## config.mk

```make
export PLATFORM = sky130hd
export DESIGN_NAME = uart_receiver
export DESIGN_NICKNAME = d
export VERILOG_FILES = /design/src/rtl/uart_pkg.sv /design/src/rtl/sync_2ff.sv /design/src/rtl/uart_receiver.sv
export SDC_FILE = /design/constraint.sdc
export NUM_CORES = 1
export LEC_CHECK = 0
export ABC_AREA = 1
export BUFFER_PORTS_ARGS = -buffer_cell sky130_fd_sc_hd__buf_2
export CAP_MARGIN = 20
export CORE_MARGIN = 2
export CORE_UTILIZATION = 40
export DETAILED_ROUTE_END_ITERATION = 7
export SLEW_MARGIN = 10
export SYNTH_ARGS = -nofsm -noshare
export SYNTH_HDL_FRONTEND = slang
export SYNTH_HIERARCHICAL = 1
export SYNTH_SLANG_ARGS = --single-unit
```

## constraint.sdc

```tcl
create_clock -name clk_100MHz -period 2 [get_ports clk_100MHz]
set_clock_uncertainty 0.15 [all_clocks]
set_input_delay 0.2 -clock clk_100MHz [delete_from_list [all_inputs] [get_ports clk_100MHz]]
set_output_delay 0.2 -clock clk_100MHz [all_outputs]
set_load 0.02 [all_outputs]
```

## src/rtl/uart_pkg.sv

```systemverilog
// uart_pkg: shared types and constants for the UART receive path.
//   state_t   : receiver FSM state encoding (3 bits with the PARITY state,
//               2 bits without it)
//   MID_START : tick count at the middle of the start bit
//   BIT_TICKS : oversample ticks per bit
// Optional feature macro: UART_RX_PARITY_EN (adds the PARITY state).
package uart_pkg;
  localparam int MID_START = 7;
  localparam int BIT_TICKS = 16;

`ifdef UART_RX_PARITY_EN
  typedef enum logic [2:0] {
    IDLE   = 3'd0,
    START  = 3'd1,
    DATA   = 3'd2,
    STOP   = 3'd3,
    PARITY = 3'd4
  } state_t;
`else
  typedef enum logic [1:0] {
    IDLE  = 2'd0,
    START = 2'd1,
    DATA  = 2'd2,
    STOP  = 2'd3
  } state_t;
`endif
endpackage

```

## src/rtl/sync_2ff.sv

```systemverilog
// sync_2ff: generic two-flop synchronizer for asynchronous single-bit inputs.
// Both flops reset to 1, which is the idle level of a UART line and of
// pulled-up button inputs.
//   clk_100MHz : system clock
//   reset      : synchronous, active-high
//   d          : asynchronous input
//   q          : synchronized output (2 clocks of latency)
module sync_2ff (
  input  logic clk_100MHz,
  input  logic reset,
  input  logic d,
  output logic q
);
  logic meta;

  always_ff @(posedge clk_100MHz) begin
    if (reset) begin
      meta <= 1'b1;
      q    <= 1'b1;
    end else begin
      meta <= d;
      q    <= meta;
    end
  end
endmodule

```

## src/rtl/uart_receiver.sv

```systemverilog
// uart_receiver: 16x-oversampled UART receiver. Frame is one start bit,
// DBITS data bits LSB first, an optional even-parity bit, then a stop bit
// lasting SB_TICK ticks.
//   clk_100MHz   : system clock
//   reset        : synchronous, active-high; abandons any frame in progress
//   rx           : asynchronous serial line, idles high
//   tick         : 16x oversample strobe, one clock wide
//   data_ready   : one-clock pulse when a frame completes (good or bad)
//   data_out     : last received word, held until the next completion
//   frame_error  : stop bit sampled low on the last completed frame
//   parity_error : even-parity mismatch on the last completed frame
//                  (only when UART_RX_PARITY_EN is defined)
// Optional feature macro: UART_RX_PARITY_EN.
module uart_receiver
  import uart_pkg::*;
#(
  parameter int DBITS   = 8,
  parameter int SB_TICK = 16
) (
  input  logic             clk_100MHz,
  input  logic             reset,
  input  logic             rx,
  input  logic             tick,
  output logic             data_ready,
  output logic [DBITS-1:0] data_out,
  output logic             frame_error
`ifdef UART_RX_PARITY_EN
  ,
  output logic             parity_error
`endif
);
  localparam int NW = $clog2(DBITS);

  logic             rx_s;
  state_t           state, state_next;
  logic [4:0]       s, s_next;
  logic [NW-1:0]    n, n_next;
  logic [DBITS-1:0] b, b_next;
  logic [DBITS-1:0] dout_next;
  logic             fe_next, rdy_next;
`ifdef UART_RX_PARITY_EN
  logic             par_bit, par_next, pe_next;
`endif

  sync_2ff u_sync (
    .clk_100MHz (clk_100MHz),
    .reset      (reset),
    .d          (rx),
    .q          (rx_s)
  );

  always_ff @(posedge clk_100MHz) begin
    if (reset) begin
      state       <= IDLE;
      s           <= '0;
      n           <= '0;
      b           <= '0;
      data_out    <= '0;
      data_ready  <= 1'b0;
      frame_error <= 1'b0;
`ifdef UART_RX_PARITY_EN
      par_bit      <= 1'b0;
      parity_error <= 1'b0;
`endif
    end else begin
      state       <= state_next;
      s           <= s_next;
      n           <= n_next;
      b           <= b_next;
      data_out    <= dout_next;
      data_ready  <= rdy_next;
      frame_error <= fe_next;
`ifdef UART_RX_PARITY_EN
      par_bit      <= par_next;
      parity_error <= pe_next;
`endif
    end
  end

  always_comb begin
    state_next = state;
    s_next     = s;
    n_next     = n;
    b_next     = b;
    dout_next  = data_out;
    fe_next    = frame_error;
    rdy_next   = 1'b0;
`ifdef UART_RX_PARITY_EN
    par_next   = par_bit;
    pe_next    = parity_error;
`endif
    case (state)
      // tick is deliberately ignored here; counting starts in START
      IDLE: if (!rx_s) begin
        s_next     = '0;
        state_next = START;
      end
      START: if (tick) begin
        if (s == 5'(MID_START)) begin
          if (!rx_s) begin
            s_next     = '0;
            n_next     = '0;
            state_next = DATA;
          end else begin
            state_next = IDLE;  // false start: line went back high
          end
        end else begin
          s_next = s + 5'd1;
        end
      end
      DATA: if (tick) begin
        if (s == 5'(BIT_TICKS - 1)) begin
          s_next = '0;
          b_next = {rx_s, b[DBITS-1:1]};
          if (n == NW'(DBITS - 1)) begin
`ifdef UART_RX_PARITY_EN
            state_next = PARITY;
`else
            state_next = STOP;
`endif
          end else begin
            n_next = n + NW'(1);
          end
        end else begin
          s_next = s + 5'd1;
        end
      end
`ifdef UART_RX_PARITY_EN
      PARITY: if (tick) begin
        if (s == 5'(BIT_TICKS - 1)) begin
          s_next     = '0;
          par_next   = rx_s;
          state_next = STOP;
        end else begin
          s_next = s + 5'd1;
        end
      end
`endif
      STOP: if (tick) begin
        if (s == 5'(SB_TICK - 1)) begin
          dout_next  = b;
          fe_next    = ~rx_s;
          rdy_next   = 1'b1;
`ifdef UART_RX_PARITY_EN
          pe_next    = (^b) ^ par_bit;
`endif
          state_next = IDLE;
        end else begin
          s_next = s + 5'd1;
        end
      end
      default: state_next = IDLE;
    endcase
  end
endmodule

```

**Yosys cells after proc, flatten, opt, wreduce, memory -nomap -nowiden**

Index checks and enable logic that the tools add are counted.

- $add $sub $neg: 2
- Equal/unequal tests: 17
- Muxes and demuxes: 26
- Bitwise gates (word level): 3
- Reductions and logical operators: 8

Operators with widths:

| kind | number |
|---|---|
| two-way mux 5 bit | 7 |
| != test 2 bit (second input constant) | 11 |
| one-hot mux 5 bit (4 select lines) | 1 |
| two-way mux 2 bit | 9 |
| two-way mux 3 bit | 6 |
| one-hot mux 2 bit (4 select lines) | 1 |
| AND reduction 8 bit | 1 |
| AND reduction 7 bit | 1 |
| one-hot mux 3 bit (2 select lines) | 1 |
| AND reduction 3 bit | 2 |
| adder 5 x 1 -> 5 bit (second input constant) | 1 |
| equality test 5 x 3 -> 1 bit (second input constant) | 1 |
| equality test 5 x 4 -> 1 bit (second input constant) | 1 |
| equality test 2 bit (second input constant) | 2 |
| AND reduction 4 bit | 1 |
| adder 3 x 1 -> 3 bit (second input constant) | 1 |
| equality test 3 bit (second input constant) | 1 |
| inverter 1 bit | 3 |
| OR reduction 3 bit | 1 |
| equality test 2 x 1 -> 1 bit (second input constant) | 1 |
| zero test 2 bit | 1 |
| nonzero test 2 bit | 1 |
| two-way mux 1 bit | 1 |

- Register bits after elaboration: 30
- Input port bits: 4
- Output and inout port bits: 10
- Word-level logic and storage cells: 65

**Depth between registers and ports, before layout**

- Word-level depth: 5
- Mapped depth: 10
- Mapped depth without buffers: 10

**Modules after synthesis**

Netlist, hierarchy kept.

By module, submodules not included:

| module | times used | cells each | area each (um^2) | seq. area each (um^2) |
|---|---|---|---|---|
| uart_receiver | 1 | 190 | 1332.5 | 560.5 |
| sync_2ff | 1 | 7 | 58.8 | 40.0 |

**Worst setup path after synthesis**

No wires, ideal clock.

- Path kind: reg-to-reg
- Start: reg s[0]
- End: reg s[4]
- Arrival: 1.451 ns
- Setup slack: 0.329 ns
- Cell stages (with the launch flop): 11
- Clock period less this slack: 1.671 ns
- Path through: dfxtp_1 ha_1 nand2_1 nor2_1 inv_1 ha_1 inv_1 nand3_1 nand3_1 nand2_1 a21oi_1

- Cells in the longest elaborated chain, start to end: 4
- Elaborated cells on any way between the ends: 12
- Those cells by class: 1 x add/sub; 3 x eq/ne; 7 x mux; 1 x reduce/logical

RTL lines:

| element | line | text |
|---|---|---|
| start: declaration | uart_receiver.sv:36 | `logic [4:0] s, s_next;` |
| start signal: assignment | uart_receiver.sv:67 | `s <= s_next;` |
| adder 5 x 1 -> 5 bit (tied with other cells) | uart_receiver.sv:108, uart_receiver.sv:125, uart_receiver.sv:149 |  |
| two-way mux 5 bit (on tied branches) | uart_receiver.sv:140, uart_receiver.sv:99, uart_receiver.sv:112 |  |
| two-way mux 5 bit (on tied branches) | uart_receiver.sv:139, uart_receiver.sv:98, uart_receiver.sv:111 |  |
| one-hot mux 5 bit (4 select lines) | uart_receiver.sv:92 | `case (state)` |

Several ways; a longest one is shown, not always the timed one. The select of a mux whose other input is x is not followed.
A chain may end at the register's enable or synchronous reset.

**Worst setup path after layout**

Ends and elaborated chain as after synthesis.

==> run_results.csv <==
group,metric,value,unit
sta,hold_viol,0,
synthesis,synth_compound_area_share,9.71,%
sta,relSlewSlack,71.6,%
finish,layout_common_cells,"nand2_1, dfxtp_1, nor2_1",
finish,layout.cells.most_common,"nand2_1",
global_route,antenna_found_initial,0,
power,power_density,790,nW/um2
clock_network,htree_levels,2,
synthesis,yosysUniqueCellTypes,18,
synthesis,muxShareOfSynthArea,0,%
drt,routed_wl,2.79,mm
synthesis,syn_avg_cell_area,7.06,um2
die,fp-row-count,21,
worst_setup_path,reg2reg_from,"s[0]",
worst_setup_path,rrSetupSlack,0.22,ns
clock_network,tritoncts,"built",
worst_setup_path,required,2.12,ns
synthesis,synth_seq_area_share,43.2,%
drt,drc_errors,0,
finish,fin_nets,224,
power,leakage,0.701,nW
drt,drt_iter0_drc,41,
global_route,track_usage,15.8,%
finish,fillers,348,
drt,via_per_inst,4.70,
placed_design,dp_hpwl,1.97,mm
drt,dr.pass1.iters,4,
finish,area_delta_synth_final,14.0,%
clock_network,cts_buffers,5,
status,status,"completed",
sta,fmax,561,MHz
worst_setup_path,crit_arrival,1.91,ns
sta,period_share,89.2,%
sta,min_period,1.78,ns
die,ioPinCount,14,
sta,rsz0062_at_grt,"no",
placed_design,port_buffers,13,
synthesis,synth_area,1390,um2
drt,wl_met1,1.42,mm
worst_setup_path,crit_fanout,4,
flow_run,cap_violations,0,
die,chipHeight,63.0,um
die,initial_utilization,41.7,%
clock_network,worstSkewPairLatency,0.33,ns
drt,met2_length,1.26,mm
die,fp.dieArea,3970,um2
placed_design,place_ws,0.193,ns
sta,setup_slack,0.216,ns
synthesis,synth_warnings,6,
drt,detail_route.wl_per_cell,10.6,um
global_route,grt_pass1_vias,1109,
synthesis,synth_top_family_by_area,"simple AND/OR/NAND/NOR gates",
drt,vias,1237,
finish,n_antenna_cell,0,
global_route,grt_start_max_net_pins,17,
clock_network,postCtsSetupRepairBufs,0,
placed_design,place_congestion,0.859,
sta,tightest_slew,0.425,ns
finish,postLayoutCoreUtil,47.5,%
clock_network,cts_sinks,30,
worst_setup_path,end_kind,"flip-flop",
worst_setup_path,crit_start,"s[0]",
finish,final_area,1590,um2
power,peakVddDrop,0.421,mV
hold_path,min-delay-start,"reset",
sta,setup_viol,0,
synthesis,synthAdderAreaFrac,3.60,%
sta,drv_slew,0,
synthesis,syn_nets,205,
finish,layout-drive-gt1-share,18.0,%
die,design.core.area,3340,um2
placed_design,postPlaceCellArea,1510,um2
synthesis,synth_seq_cells,30,
clock_network,cts_root_buf,"clkbuf_4",
synthesis,synth_xor_area_share,0.629,%
drt,ant_nets,0,
global_route,grt-ovfl-total,0,
sta,tns,0,ns
drt,route.met3.wl,87,um
synthesis,syn_inst,197,
drt,top_layer,"met4",
synthesis,yosys.area_share.simple,35.9,%
clock_network,cts.path.max_buffers,2,
worst_setup_path,cp-start-kind,"flip-flop",
clock_network,clkTransAtPathRegs,0.10,ns
hold_path,min_path_type,"input port to flip-flop",
die,die_x,63.0,um
global_route,grt_pass1_wl,4.96,mm
worst_setup_path,path_class,"flip-flop to flip-flop",
worst paths after layout:
path / cells past startpoint / to
worst max register to register: 10 / s[4]
worst min-delay path: 2 / data_ready
worst max-delay path: 10 / s[4]
worst min register to register: 2 / u_sync/q
registers in the layout, indices dropped and copies added (netlist names), named ones only:
signal	cells
b	8
data_out	8
data_ready	1
frame_error	1
n	3
s	5
state	1
u_sync/meta	1
u_sync/q	1
Yosys cell counts:
library cell / number / area, um2
nand2_1: 44 / 165
dfxtp_1: 30 / 601
nor2_1: 30 / 113
nand3_1: 21 / 105
inv_1: 19 / 71.3
a21oi_1: 16 / 80.1
o21ai_0: 10 / 50.1
nand2_2: 5 / 31.3
ha_1: 4 / 50.1
inv_2: 4 / 15.0
clkbuf_1: 3 / 11.3
nor2_4: 3 / 33.8
nand3_2: 2 / 20.0
nand4_1: 2 / 12.5
nand4_2: 1 / 12.5
nor2_2: 1 / 6.26
o21ai_1: 1 / 5.00
xor2_1: 1 / 8.76
cell type report:
type / instances / area (um2) / area share (%)
Clock inverter: 2 / 12.5 / 0.789
Inverter: 23 / 86.3 / 5.44
Clock buffer: 6 / 51.3 / 3.23
Sequential cell: 30 / 601 / 37.9
Tap cell: 46 / 57.6 / 3.63
Multi-Input combinational cell: 141 / 696 / 43.8
Timing Repair Buffer: 15 / 82.6 / 5.21
cell families after synthesis:
group                    count (synthesis)
AND/OR/NAND/NOR                        109
flip-flops                              30
AO/OA/AOI/OAI                           27
buffers and inverters                   26
adder cells (fa/ha/maj)                  4
XOR/XNOR                                 1
metrics by stage:
stage               hold WS [ns]  cells  power [mW]
detailed placement         0.237    254       0.869
finish                    0.0679    263        1.25
floorplan                  0.119    197       0.826
CTS                       0.0694    263        1.26
global route              0.0685    263        1.33
global placement           0.226    254       0.870
per-layer routing:
layer / vias up / global-route usage, %
li1: 668 / -
met1: 551 / 21.2
met2: 12 / 23.3
met3: 6 / 5.41
met4: 0 / 5.83
met5: - / 0
worst max-delay path, stage by stage, from the launching register on:
cell     delay [ns]
dfxtp_1        0.39
ha_1           0.21
nand2_1        0.10
nor2_2         0.14
inv_1          0.06
ha_1           0.27
inv_1          0.07
nand3_1        0.07
nand3_1        0.07
nand2_1        0.05
a21oi_1        0.14
power breakdown:
part | leakage, nW | switching, mW | internal (mW)
Sequential | 0.243 | 0.0255 | 0.621
Combinational | 0.425 | 0.142 | 0.0685
Clock | 0.0343 | 0.228 | 0.169
repair_timing:
| item | 4_1_cts | 5_1_grt |
|---|---|---|
| hold endpoints to repair | 1 | 0 |
| resized for setup | 0 | 1 |
| setup endpoints to repair | 0 | 1 |
| hold buffers | 1 | 0 |
Note: power is estimated with default switching activity, not from simulation.
